`config.mk`:
```
export PLATFORM = sky130hd
export DESIGN_NAME = time_set_ctrl
export DESIGN_NICKNAME = d
export VERILOG_FILES = /design/src/rtl/time_set_ctrl.sv
export SDC_FILE = /design/constraint.sdc
export NUM_CORES = 1
export LEC_CHECK = 0
export BUFFER_PORTS_ARGS = -buffer_cell sky130_fd_sc_hd__buf_2
export CAP_MARGIN = 5
export CORE_MARGIN = 5
export CORE_UTILIZATION = 45
export CTS_CLUSTER_SIZE = 10
export DETAILED_ROUTE_END_ITERATION = 12
export GPL_ROUTABILITY_DRIVEN = 0
export PLACE_DENSITY = 0.62
export SYNTH_ARGS = -nofsm -noshare
export SYNTH_HDL_FRONTEND = slang
export SYNTH_SLANG_ARGS = --single-unit
```
`constraint.sdc`:
```
create_clock -name uclock -period 3 [get_ports uclock]
set_input_delay 0.45 -clock uclock [delete_from_list [all_inputs] [get_ports uclock]]
set_output_delay 0.45 -clock uclock [all_outputs]
set_load 0.03 [all_outputs]
```
`src/rtl/time_set_ctrl.sv`:
```
// HH:MM time-setting sequencer: RUN -> SET_HOUR -> SET_MIN -> commit, with field blink and abort.
// Optional feature: define AUTO_REPEAT_EN for held-button auto-repeat increments.
module time_set_ctrl #(
  parameter int BLINK_PERIOD  = 25_000_000,
  parameter int BLINK_OFF     = 5_500_000,
  parameter int TIMEOUT_CYC   = 250_000_000
`ifdef AUTO_REPEAT_EN
  ,
  parameter int REPEAT_DELAY  = 12_500_000,
  parameter int REPEAT_PERIOD = 5_000_000
`endif
) (
  input  logic       uclock,
  input  logic       rst_n,
  input  logic       mode_btn,
  input  logic       inc_btn,
  input  logic       switch,
  input  logic       switch2,
  input  logic [3:0] cur_num0,
  input  logic [3:0] cur_num1,
  input  logic [3:0] cur_num2,
  input  logic [3:0] cur_num3,
  output logic [3:0] set_num0,
  output logic [3:0] set_num1,
  output logic [3:0] set_num2,
  output logic [3:0] set_num3,
  output logic       load,
  output logic       setting,
  output logic [3:0] disp_num0,
  output logic [3:0] disp_num1,
  output logic [3:0] disp_num2,
  output logic [3:0] disp_num3
);

  typedef enum logic [1:0] {RUN, SET_HOUR, SET_MIN} state_t;

  localparam int BW = $clog2(BLINK_PERIOD);
  localparam int TW = $clog2(TIMEOUT_CYC + 1);

  state_t      state, state_nx;
  logic [15:0] shadow, shadow_nx;
  logic [2:0]  mode_sync, inc_sync;
  logic [BW-1:0] blink;
  logic [TW-1:0] idle_cnt;
  logic        mode_edge, inc_edge, rpt_tick, inc_evt, in_set, timed_out;
  logic        entry, bump, commit, blank;

  assign mode_edge = mode_sync[1] & ~mode_sync[2];
  assign inc_edge  = inc_sync[1] & ~inc_sync[2];
  assign in_set    = (state != RUN);
  assign setting   = in_set;
  assign inc_evt   = in_set & (inc_edge | rpt_tick);
  assign timed_out = (idle_cnt == TW'(TIMEOUT_CYC - 1));
  assign blank     = (blink < BW'(BLINK_OFF));

  // Out-of-range fields (including illegal captures) fold to 00
  function automatic logic [7:0] next_hours(input logic [7:0] h);
    if (h[7:4] > 4'd2 || h[3:0] > 4'd9 || (h[7:4] == 4'd2 && h[3:0] >= 4'd3))
      return 8'h00;
    else if (h[3:0] == 4'd9)
      return {h[7:4] + 4'd1, 4'd0};
    else
      return {h[7:4], h[3:0] + 4'd1};
  endfunction

  function automatic logic [7:0] next_mins(input logic [7:0] m);
    if (m[7:4] > 4'd5 || m[3:0] > 4'd9 || (m[7:4] == 4'd5 && m[3:0] == 4'd9))
      return 8'h00;
    else if (m[3:0] == 4'd9)
      return {m[7:4] + 4'd1, 4'd0};
    else
      return {m[7:4], m[3:0] + 4'd1};
  endfunction

`ifdef AUTO_REPEAT_EN
  localparam int RW = $clog2(REPEAT_DELAY + 1);
  logic [RW-1:0] rpt_cnt;

  assign rpt_tick = in_set & inc_sync[1] & inc_sync[2] & (rpt_cnt == RW'(REPEAT_DELAY));

  // After the first repeat, reload so later ticks fall every REPEAT_PERIOD cycles
  always_ff @(posedge uclock or negedge rst_n) begin
    if (!rst_n)                    rpt_cnt <= '0;
    else if (!(in_set && inc_sync[1])) rpt_cnt <= '0;
    else if (rpt_tick)             rpt_cnt <= RW'(REPEAT_DELAY - REPEAT_PERIOD + 1);
    else                           rpt_cnt <= rpt_cnt + 1'b1;
  end
`else
  assign rpt_tick = 1'b0;
`endif

  // Abort beats mode, mode beats increment
  always_comb begin
    state_nx  = state;
    shadow_nx = shadow;
    entry     = 1'b0;
    bump      = 1'b0;
    commit    = 1'b0;
    case (state)
      RUN: begin
        if (mode_edge && !switch && !switch2) begin
          state_nx  = SET_HOUR;
          shadow_nx = {cur_num3, cur_num2, cur_num1, cur_num0};
          entry     = 1'b1;
        end
      end
      SET_HOUR: begin
        if (switch || switch2 || timed_out) begin
          state_nx = RUN;
        end else if (mode_edge) begin
          state_nx = SET_MIN;
          entry    = 1'b1;
        end else if (inc_evt) begin
          shadow_nx[15:8] = next_hours(shadow[15:8]);
          bump            = 1'b1;
        end
      end
      SET_MIN: begin
        if (switch || switch2 || timed_out) begin
          state_nx = RUN;
        end else if (mode_edge) begin
          state_nx = RUN;
          commit   = 1'b1;
        end else if (inc_evt) begin
          shadow_nx[7:0] = next_mins(shadow[7:0]);
          bump           = 1'b1;
        end
      end
      default: state_nx = RUN;
    endcase
  end

  always_ff @(posedge uclock or negedge rst_n) begin
    if (!rst_n) begin
      state     <= RUN;
      shadow    <= '0;
      mode_sync <= '0;
      inc_sync  <= '0;
      idle_cnt  <= '0;
      blink     <= '0;
    end else begin
      state     <= state_nx;
      shadow    <= shadow_nx;
      mode_sync <= {mode_sync[1:0], mode_btn};
      inc_sync  <= {inc_sync[1:0], inc_btn};
      if (!in_set || mode_edge || inc_evt) idle_cnt <= '0;
      else                                 idle_cnt <= idle_cnt + 1'b1;
      if (entry)                                blink <= '0;
      else if (bump)                            blink <= BW'(BLINK_OFF);
      else if (blink == BW'(BLINK_PERIOD - 1))  blink <= '0;
      else                                      blink <= blink + 1'b1;
    end
  end

  // Registered outputs: commit strobe, committed value and display digits
  always_ff @(posedge uclock or negedge rst_n) begin
    if (!rst_n) begin
      load      <= 1'b0;
      {set_num3, set_num2, set_num1, set_num0}     <= '0;
      {disp_num3, disp_num2, disp_num1, disp_num0} <= '0;
    end else begin
      load <= commit;
      if (commit) {set_num3, set_num2, set_num1, set_num0} <= shadow;
      case (state)
        SET_HOUR: {disp_num3, disp_num2, disp_num1, disp_num0} <=
                    {(blank ? 8'hAA : shadow[15:8]), shadow[7:0]};
        SET_MIN:  {disp_num3, disp_num2, disp_num1, disp_num0} <=
                    {shadow[15:8], (blank ? 8'hAA : shadow[7:0])};
        default:  {disp_num3, disp_num2, disp_num1, disp_num0} <=
                    {cur_num3, cur_num2, cur_num1, cur_num0};
      endcase
    end
  end

endmodule
```
==> run_results.csv <==
group,metric,value,unit
status,status,"finished clean",
sta,finalSetupTns,0,ps
die,core,12600,um2
synth,yosysTopAreaCell,"dfrtp_1",
min_path,min_path_type,"input pin to asynchronous set/reset pin",
pwr,p_int,3.00,mW
clocking,cts.repair.resized,0,
sta,slew-limit-headroom,0.381,
sta,fmaxAchievable,429,MHz
clocking,cts_max_path_buffers,2,
routing,drt_wl_total,13400,um
sta,period_share,0.776,
die,die_h,123,um
routing,vias,4533,
cells_and_area,final_nets,658,
clocking,clk_latency,360,ps
pwr,p_comb_frac,0.328,
synth,synth.distinct_cells,74,
synth,netlist.area_leader.share,0.479,
setup_path,rr_worst_depth,7,
setup_path,crit_chain,"inv_1, ha_1, inv_1, o32ai_1, a31oi_2, a2bb2oi_1, o22ai_1",
global_routing,antenna_found_initial,0,
setup_path,path_buf_inv,2,
routing,avgRoutedWirePerCell,16.7,um
clocking,post_cts_buffers,0,
setup_path,worstSetupEndpointType,"register",
flow_run,maxCapViolCount,0,
cells_and_area,drive_above_1_share,0.189,
synth,syn_inst,575,
clocking,root_buffer,"clkbuf_16",
cells_and_area,reg_top3,"idle_cnt x28, blink x25, shadow x16",
setup_path,r2r_setup_slack,670,ps
routing,first_iter_violations,376,
global_routing,globalRouteTotalUtil,0.188,
pwr,swShare,0.383,
sta,worstMarginPinSlew,926,ps
global_routing,grt_max_degree,49,
global_routing,grt_pass1_wl,22500,um
setup_path,critical_path.startpoint_type,"register",
synth,synth-async-reset-ratio,1.00,
sta,rsz0062_at_grt,"false",
synth,ys_warn_count,0,
clocking,numCtsBuffers,9,
synth,ys_ff_latch,110,
sta,slew_viol_final,0,
synth,ys_seq_area_frac,0.479,
die,die_w,123,um
routing,vias_per_cell,5.65,
setup_path,worst-path-stages,7,
synth,avgSynthCellArea,9.99,um2
setup_path,crit_family,"compound AO/OA/AOI/OAI gates",
synth,synthFlopType,"dfrtp_1",
sta,finClkSkew,7.48,ps
die,start_util,0.457,
synth,synth_edf_count,0,
global_routing,gr-total-overflow,0,
setup_path,cpMostUsedCell,"inv_1",
pwr,power_frac_seq,0.442,
cells_and_area,largest-register,"idle_cnt",
sta,hold_slack,98.6,ps
cells_and_area,area_growth,12.6,%
sta,setup_violations,0,
global_routing,grt_pass1_vias,4430,
synth,synthTopCellsByArea,"dfrtp_1, xor2_1, mux2_2",
clocking,htree_levels,3,
sta,hold_viol_final,0,
synth,synthesis.area,5740,um2
clocking,cts.sinks,110,
setup_path,slowest_stage,"a31oi_2",
setup_path,worstPathArrival,2540,ps
cells_and_area,largest_register_ffs,28,
die,row_count,41,
cells_and_area,antenna_cells,0,
routing,drc_errors,0,
pwr,power.share.clock,0.231,
setup_path,r2r_end,"disp_num2[0]",
die,io_pins,56,
clocking,holdBufCountCts,0,
setup_path,cp.required,3220,ps
pwr,total_power,4.87,mW
pwr,switchingPower,1.86,mW
clocking,cts_tree,"done",
setup_path,crit_fanout,10,
setup_path,reg2reg_from,"state[0]",
pwr,power_leakage,2.81,nW
placement,port_buffers,55,
pwr,p_per_area,752,nW/um2
clocking,path_clk_slew,70,ps
setup_path,critPathMaxStageDelay,460,ps
setup_path,critical_path_class,"register to register",
cells_and_area,nFillCells,1164,
sta,min_period,2330,ps
placement,hpwl,9820,um
die,die_area,15100,um2
pwr,ir_drop,0.243,mV
synth,synth_nets,607,
routing,ant_nets,0,
routing,firstDrtPassIters,5,
-- cell type report --
cell class / count / area (um2) / area share
multi-input cells: 408 / 2760 / 0.426
flip-flops and latches: 110 / 2750 / 0.426
repair buffers: 62 / 343 / 0.0530
clock buffers: 14 / 264 / 0.0408
clock inverters: 1 / 5.00 / 0.000774
well taps: 172 / 215 / 0.0333
inverters: 35 / 131 / 0.0203
-- how the worst max path moves through the flow --
stage | from | to | slack, ps
finish | state[0] | disp_num2[0] | 670
global route | state[0] | disp_num2[0] | 500
CTS | state[0] | disp_num2[0] | 670
detailed placement | state[0] | disp_num2[0] | 700
global placement | state[0] | shadow[0] | 790
floorplan | idle_cnt[0] | shadow[8] | 1000
-- power groups by stage --
| stage | registers (mW) | logic, mW | clock network [mW] |
|---|---|---|---|
| final | 2.15 | 1.59 | 1.12 |
| after global routing | 2.20 | 1.75 | 1.20 |
| after CTS | 2.15 | 1.60 | 1.15 |
| after detailed placement | 2.17 | 1.59 | 0 |
| after global placement | 2.16 | 1.56 | 0 |
| after floorplan | 2.30 | 0.954 | 0 |
-- cell families after synthesis --
| logic type | after synthesis | synth area share |
|---|---|---|
| flip-flops | 110 | 0.479 |
| adder cells (fa/ha/maj) | 10 | 0.0218 |
| buffers and inverters | 57 | 0.0407 |
| XOR/XNOR | 46 | 0.0702 |
| AND/OR/NAND/NOR | 233 | 0.219 |
| AO/OA/AOI/OAI | 97 | 0.126 |
| multiplexers | 22 | 0.0431 |
-- layer usage --
| metal | share of wire | up-vias | GRT usage |
|---|---|---|---|
| li1 | - | 2183 | - |
| met1 | 0.46 | 2185 | 0.259 |
| met3 | 0.052 | 19 | 0.0316 |
| met5 | 0 | - | 0 |
| met4 | 0.017 | 0 | 0.0734 |
| met2 | 0.47 | 146 | 0.299 |
-- synthesized netlist by cell type (all sizes together), types with 3 or more instances --
cell,number
or4,3
nand3,26
nor4b,4
mux2,22
and4,8
a31oi,3
dfrtp,110
inv,35
xor2,28
o22ai,14
nand4,22
nor4,18
clkbuf,12
nand2b,3
xnor2,18
o21ai,12
a21boi,3
nor2,60
o2bb2ai,7
a22o,4
a21oi,19
a2bb2oi,5
or3,5
nor3,14
a211oi,3
buf,10
and3,5
o211ai,4
ha,10
nand2,48
nor3b,4
o221a,7
-- cell usage in the layout (no fill, tap or decap), types with 5 or more instances in the layout --
| cell type | netlist | routed |
|---|---|---|
| o2bb2ai_1 | 7 | 7 |
| and3_1 | 5 | 5 |
| nand3_1 | 25 | 25 |
| and4_1 | 8 | 8 |
| nor3_1 | 13 | 13 |
| buf_4 | 0 | 7 |
| o21ai_0 | 10 | 10 |
| o221a_2 | 7 | 7 |
| or3_1 | 5 | 5 |
| buf_2 | 9 | 54 |
| nor4_1 | 17 | 17 |
| clkbuf_16 | 0 | 9 |
| nor2_1 | 58 | 58 |
| mux2_2 | 20 | 20 |
| ha_1 | 10 | 10 |
| nand4_1 | 22 | 22 |
| a21oi_1 | 19 | 19 |
| o22ai_1 | 14 | 14 |
| xor2_1 | 28 | 28 |
| xnor2_1 | 18 | 18 |
| dfrtp_1 | 110 | 110 |
| inv_1 | 35 | 35 |
| nand2_1 | 47 | 47 |
-- stage by stage --
step / utilization / instance area, um2 / setup slack [ps] / cells
after floorplan: - / 5740 / 996 / 575
after global routing: 0.515 / 6470 / 500 / 802
after global placement: 0.493 / 6200 / 794 / 787
after CTS: 0.515 / 6470 / 673 / 802
final: 0.515 / 6470 / 672 / 802
after detailed placement: 0.493 / 6200 / 695 / 787
Note: power is estimated with default switching activity, not from simulation.
